`src/rtl/tff_counter_param.sv`:
```
// rtl/tff_counter_param.sv - parameterised modulo counter with prescaler, load, wrap pulse and sticky overflow
//
// Parameters:
//   WIDTH        counter width in bits
//   MODULUS      count range 0..MODULUS-1 (2..2^WIDTH)
//   PRESCALE_DIV enabled clocks per count step (1..65535)
//
// Ports:
//   clock       rising-edge clock
//   resetb      asynchronous reset, active-high
//   enable      count enable, gates the prescaler
//   up          direction: 1 = increment, 0 = decrement
//   load        synchronous load strobe (beats a step on the same edge)
//   load_value  value loaded when load=1, clamped to MODULUS-1
//   ovf_clr     synchronous clear of the sticky ovf flag
//   Q           registered count value
//   tick        combinational: a count step happens on the next edge
//   wrap        registered one-cycle pulse after a boundary crossing
//   ovf         registered sticky overflow/underflow flag
//
// Build option:
//   TFF_COUNTER_SATURATE_EN  when defined, a step at the boundary holds Q
//                            (still pulsing wrap and setting ovf) instead of wrapping.

module tff_counter_param #(
    parameter int WIDTH        = 8,
    parameter int MODULUS      = 256,
    parameter int PRESCALE_DIV = 1
) (
    input  logic             clock,
    input  logic             resetb,
    input  logic             enable,
    input  logic             up,
    input  logic             load,
    input  logic [WIDTH-1:0] load_value,
    input  logic             ovf_clr,
    output logic [WIDTH-1:0] Q,
    output logic             tick,
    output logic             wrap,
    output logic             ovf
);

    localparam int               PS_W    = (PRESCALE_DIV > 1) ? $clog2(PRESCALE_DIV) : 1;
    localparam logic [PS_W-1:0]  PS_LAST = PS_W'(PRESCALE_DIV - 1);
    localparam logic [WIDTH-1:0] Q_MAX   = WIDTH'(MODULUS - 1);
    // One extra bit so MODULUS == 2^WIDTH is representable for the clamp compare.
    localparam logic [WIDTH:0]   MOD_EXT = (WIDTH + 1)'(MODULUS);

    logic [WIDTH-1:0] q_q, q_d;
    logic [PS_W-1:0]  ps_q, ps_d;
    logic             wrap_q, wrap_d;
    logic             ovf_q, ovf_d;
    logic             step;

    always_comb begin
        step   = enable & (ps_q == PS_LAST);
        // Flops are held at zero during reset, but tick is combinational
        // and must be masked explicitly.
        tick   = step & ~resetb;

        q_d    = q_q;
        ps_d   = ps_q;
        wrap_d = 1'b0;

        if (load) begin
            q_d  = ({1'b0, load_value} >= MOD_EXT) ? Q_MAX : load_value;
            ps_d = '0;
        end else if (step) begin
            ps_d = '0;
            if (up) begin
                if (q_q == Q_MAX) begin
`ifdef TFF_COUNTER_SATURATE_EN
                    q_d = q_q;
`else
                    q_d = '0;
`endif
                    wrap_d = 1'b1;
                end else begin
                    q_d = q_q + 1'b1;
                end
            end else begin
                if (q_q == '0) begin
`ifdef TFF_COUNTER_SATURATE_EN
                    q_d = q_q;
`else
                    q_d = Q_MAX;
`endif
                    wrap_d = 1'b1;
                end else begin
                    q_d = q_q - 1'b1;
                end
            end
        end else if (enable) begin
            ps_d = ps_q + 1'b1;
        end

        // A new boundary event overrides a simultaneous clear.
        ovf_d = wrap_d | (ovf_q & ~ovf_clr);
    end

    always_ff @(posedge clock or posedge resetb) begin
        if (resetb) begin
            q_q    <= '0;
            ps_q   <= '0;
            wrap_q <= 1'b0;
            ovf_q  <= 1'b0;
        end else begin
            q_q    <= q_d;
            ps_q   <= ps_d;
            wrap_q <= wrap_d;
            ovf_q  <= ovf_d;
        end
    end

    assign Q    = q_q;
    assign wrap = wrap_q;
    assign ovf  = ovf_q;

endmodule

```
`config.mk`:
```
export PLATFORM = sky130hd
export DESIGN_NAME = tff_counter_param
export DESIGN_NICKNAME = d
export VERILOG_FILES = /design/src/rtl/tff_counter_param.sv
export SDC_FILE = /design/constraint.sdc
export NUM_CORES = 1
export LEC_CHECK = 0
export BUFFER_PORTS_ARGS = -buffer_cell sky130_fd_sc_hd__buf_4
export CORE_MARGIN = 2
export CORE_UTILIZATION = 35
export DETAILED_ROUTE_END_ITERATION = 12
export PLACE_DENSITY_LB_ADDON = 0.25
export SLEW_MARGIN = 20
export SYNTH_ARGS = -nofsm -noshare
export SYNTH_HDL_FRONTEND = slang
export SYNTH_SLANG_ARGS = --single-unit
```
`constraint.sdc`:
```
create_clock -name clock -period 5.4 [get_ports clock]
set_input_delay 0.27 -clock clock [delete_from_list [all_inputs] [get_ports clock]]
set_output_delay 0.27 -clock clock [all_outputs]
set_load 0.03 [all_outputs]
```
==> After elaboration in Yosys (flattened, before gate mapping) <==
Cells that the tools add are included.
{ "totals": {"input_bits": 14, "output_inout_bits": 11, "ff_bits": 11, "wordCells": 31} }
{ "op_classes": {"n_eq_ne": 1, "n_reduce_logical": 3, "bitwise_logic": 7, "n_mux": 13, "n_addsub": 3} }
{ "op_table": {"columns": ["cell", "count"], "rows": [
  ["$mux 8", 5],
  ["$add 8x1->8 const B", 1],
  ["$eq 8x8->1 const B", 1],
  ["$logic_not 8->1", 1],
  ["$mux 1", 8],
  ["$sub 8x1->8 const B", 1],
  ["$and 1x1->1", 3],
  ["$not 1->1", 3],
  ["$reduce_bool 3->1", 1],
  ["$reduce_bool 2->1", 1],
  ["$add 1x1->1 const B", 1],
  ["$or 1x1->1", 1]
]} }

==> Depth between registers and ports, before layout <==
{ "logic_depth": {"ltp_word": 6, "ltp_mapped": 7, "depth_no_buf": 7} }

==> Least setup slack after synthesis <==
OpenSTA, ideal clock, no wires.
{ "synth_timing": {"path_type": "register -> register", "start": "register q_q[0] (netlist: Q[0])", "end": "register q_q[0] (netlist: Q[0])", "t_arrival_ns": 2.145, "setup_time_ns": 0.077, "path_slack_ns": 3.178, "path_stages_with_launch": 8, "path_cell_list": "dfrtp_1 > inv_1 > ha_1 > or4b_4 > or4b_4 > a21oi_2 > a31oi_1 > o21ai_1"} }
{ "synth_between": {"elab_chain_len": 5, "elab_cells_between_ends": 9, "classes_between": "2 x add/sub; 1 x eq/ne; 5 x mux; 1 x reduce/logical"} }
{ "synth_lines": {"columns": ["element", "line_no", "text"], "rows": [
  ["start, declared", "49", "logic [WIDTH-1:0] q_q, q_d;"],
  ["start signal, assigned", "108", "q_q <= q_d;"],
  ["$sub 8x1->8 (tied with other cells)", "90", "q_d = q_q - 1'b1;"],
  ["$mux 8, on equally long branches", "82, 71", null],
  ["$mux 8 (*)", "70", "if (up) begin"],
  ["$mux 8 (*)", "68", "end else if (step) begin"],
  ["$mux 8 (*)", "65", "if (load) begin"]
]} }
Every way passes the cells marked *; elsewhere a longest branch is shown, timed or not. The select of a mux whose other input is x is not followed.
A chain may end at the register's enable or synchronous reset.

==> Worst setup path after layout <==
Same ends and word-level chain as after synthesis.

==> flow_metrics.env <==
export IMPL_via_per_inst=5.792
export IMPL_crit_chain="inv_1, ha_1, or4b_4, or4b_4, a21oi_2, a31oi_1, o21ai_1"
export IMPL_seq_area_sq_um=275.3
export IMPL_syn2layout_area_growth_pct=20.37
export IMPL_syn_nets=138
export IMPL_grt_start_max_net_pins=21
export IMPL_relSlewSlack=0.4918
export IMPL_synthArstFlopShare=1.000
export IMPL_cts_buffers=3
export IMPL_fillCellCount=266
export IMPL_layout_min_cycle_time_ns=2.252
export IMPL_maxSlewViolCount=0
export IMPL_antenna_left=0
export IMPL_post_drt_wl_per_cell_microns=14.43
export IMPL_fp_coreArea_sq_um=2500
export IMPL_cp_arrival_ns=2.45
export IMPL_synth_cells=121
export IMPL_antennaDiodeCount=0
export IMPL_p_leak_nw=0.5024
export IMPL_start_kind="register"
export IMPL_yosysWarningCount=0
export IMPL_cts_tree="built"
export IMPL_vias=973
export IMPL_worstPathMaxFanout=7
export IMPL_grt_first_pass_wirelength_microns=4112
export IMPL_gp_congestion=0.8802
export IMPL_synth_most_common_cell="nor2_1"
export IMPL_floorplan_rows=18
export IMPL_syn_cell_area_sq_um=939.7
export IMPL_synth_seq_cells=11
export IMPL_cts_sinks=11
export IMPL_ys_types=44
export IMPL_grt_pass1_vias=899
export IMPL_synth_ff_type="dfrtp_1"
export IMPL_cts_max_path_buffers=2
export IMPL_synthTopCellsByCount="13 x nor2_1, 11 x dfrtp_1, 10 x nand2_1"
export IMPL_root_buffer="clkbuf_4"
export IMPL_cts_setup_buffers=0
export IMPL_start_util=0.3759
export IMPL_dr_pass1_iters=4
export IMPL_yosysTopAreaCellShare=0.2929
export IMPL_htree_levels=1
export IMPL_grt_use_total=0.1641
export IMPL_port_buffer_count=24
export IMPL_critPathKind="reg2reg"
export IMPL_cts_resized=0
export IMPL_setup_viol=0
export IMPL_synth_edf_count=0
export IMPL_dp_hpwl_microns=1777
export IMPL_status="finished clean"
export IMPL_yosys_area_top_type="dfrtp_1"
export IMPL_detail_route_iter0_violations=31
export IMPL_die_area_sq_um=3115
export IMPL_slowest_delay_ns=0.56
export IMPL_crit_family="simple AND/OR/NAND/NOR gates"
export IMPL_overflow=0
export IMPL_final_hold_violation_count=0
export IMPL_wl_microns=2425
export IMPL_skew_ns=0.004522
export IMPL_die_y_microns=55.82
export IMPL_clkTransAtPathRegs_ns=0.07
export IMPL_rsz0062_at_grt="no"
export IMPL_final_net_count=156
export IMPL_syn_area_per_cell_sq_um=7.766
export IMPL_power_density_nw_per_um2=234.7
export IMPL_slowest_stage="or4b_4"
export IMPL_cp_required_ns=5.60
export IMPL_min_path_type="in2async"
export IMPL_worst_pin_slew_ns=0.7607
export IMPL_layout_drive_gt1_share=0.2391
export IMPL_worstSkewPairLatency_ns=0.27
export IMPL_path_common_cell="or4b_4"
export IMPL_dp_cells=164
export IMPL_r2r_slack_ns=3.15
export IMPL_die_w_microns=55.82
export IMPL_remaining_drc_errors=0
export IMPL_synth_area_leaders="dfrtp_1 29%, nor2_1 5.2%, ha_1 4.0%"
export IMPL_totalNegativeSetupSlack_ns=0
export IMPL_synth_seq_area_share=0.2929
export IMPL_io_pins=25
export IMPL_cp_end_kind="register"
export IMPL_antenna_found_initial=0
export IMPL_instances_no_fill=168
export IMPL_multi_input_area_sq_um=581.8
export IMPL_period_share=0.4171
export IMPL_fmax_mhz=444.0
export IMPL_cp_num_buf_inv=1
export IMPL_ir_worst_vdd_uv=138.1
export IMPL_cap_violations=0
export IMPL_hold_buffers=0
[worst reg2reg max path: cells and delay by family (launching register included)]
family / cells / cell delay, ns
AOI/OAI and AO/OA: 3 / 0.35
adders and majority gates: 1 / 0.18
and+or+nand+nor: 2 / 1.03
buffers and inverters: 1 / 0.17
DFF: 1 / 0.45
[per-stage QoR]
step | hold WS [ns] | area, sq um | worst slack, ns | utilization | power (mW)
CTS | 0.02685 | 1131 | 3.167 | 0.4525 | 0.2684
detailed placement | 0.3231 | 1105 | 3.197 | 0.4419 | 0.2094
global route | 0.04300 | 1131 | 3.050 | 0.4525 | 0.2856
finish | 0.01221 | 1131 | 3.148 | 0.4525 | 0.2655
global placement | 0.3121 | 1105 | 3.254 | 0.4419 | 0.2084
floorplan | 0.1224 | 939.7 | 3.178 | - | 0.1788
[cell type report]
class | count | share of cell area
clock buffer | 4 | 0.02323
inverter | 8 | 0.02655
multi-input combinational | 91 | 0.5144
sequential | 11 | 0.2434
tap | 30 | 0.03319
timing repair buffer | 24 | 0.1593
[sequential cells by signal, summed over array words and instances (netlist names)]
signal,count
Q,8
ovf,1
ps_q,1
wrap,1
[path summary, 6_finish.rpt]
check / from / cells after the start / to
max: Q[0] / 7 / Q[0]
min: resetb / 2 / Q[4]
max reg2reg: Q[0] / 7 / Q[0]
min reg2reg: ovf / 1 / ovf
max in group asynchronous: resetb / 2 / Q[3]
min in group clock: enable / 2 / ps_q
[cell usage in the layout, fill, tap and decap left out, types with 3 or more instances in the layout]
| master | instances |
|---|---|
| nor2_1 | 13 |
| a31oi_1 | 3 |
| buf_4 | 24 |
| clkbuf_4 | 3 |
| nand2_1 | 10 |
| nand3_1 | 5 |
| ha_1 | 3 |
| dfrtp_1 | 11 |
| inv_1 | 8 |
| o211ai_1 | 3 |
| o21ai_0 | 7 |
| a21oi_1 | 7 |
| nor3_1 | 3 |
[kinds of logic (layout without fill, tap and decap cells)]
kind of cell / count (synthesis) / count (layout) / share of synthesized area
AOI/OAI and AO/OA: 37 / 37 / 0.2676
xor gates and xnor gates: 4 / 4 / 0.03729
adders and majority gates: 3 / 3 / 0.03995
buffers and inverters: 19 / 36 / 0.08788
DFF: 11 / 11 / 0.2929
muxes: 1 / 1 / 0.01065
and+or+nand+nor: 46 / 46 / 0.2637
[power by group]
part	switching [mW]	internal, mW	leakage [nW]	total, mW
clock network	0.0280	0.0286	0.0150	0.0566
registers	0.0209	0.0897	0.138	0.111
logic	0.0566	0.0417	0.350	0.0983
[metal layers]
layer | wire length (microns) | global-route usage | up-vias
li1 | - | - | 470
met1 | 1076 | 0.2149 | 461
met2 | 1151 | 0.2670 | 42
met3 | 197 | 0.05814 | 0
met4 | 0 | 0.02381 | 0
met5 | 0 | 0 | -
No activity file was read; power rests on OpenSTA's default activity.
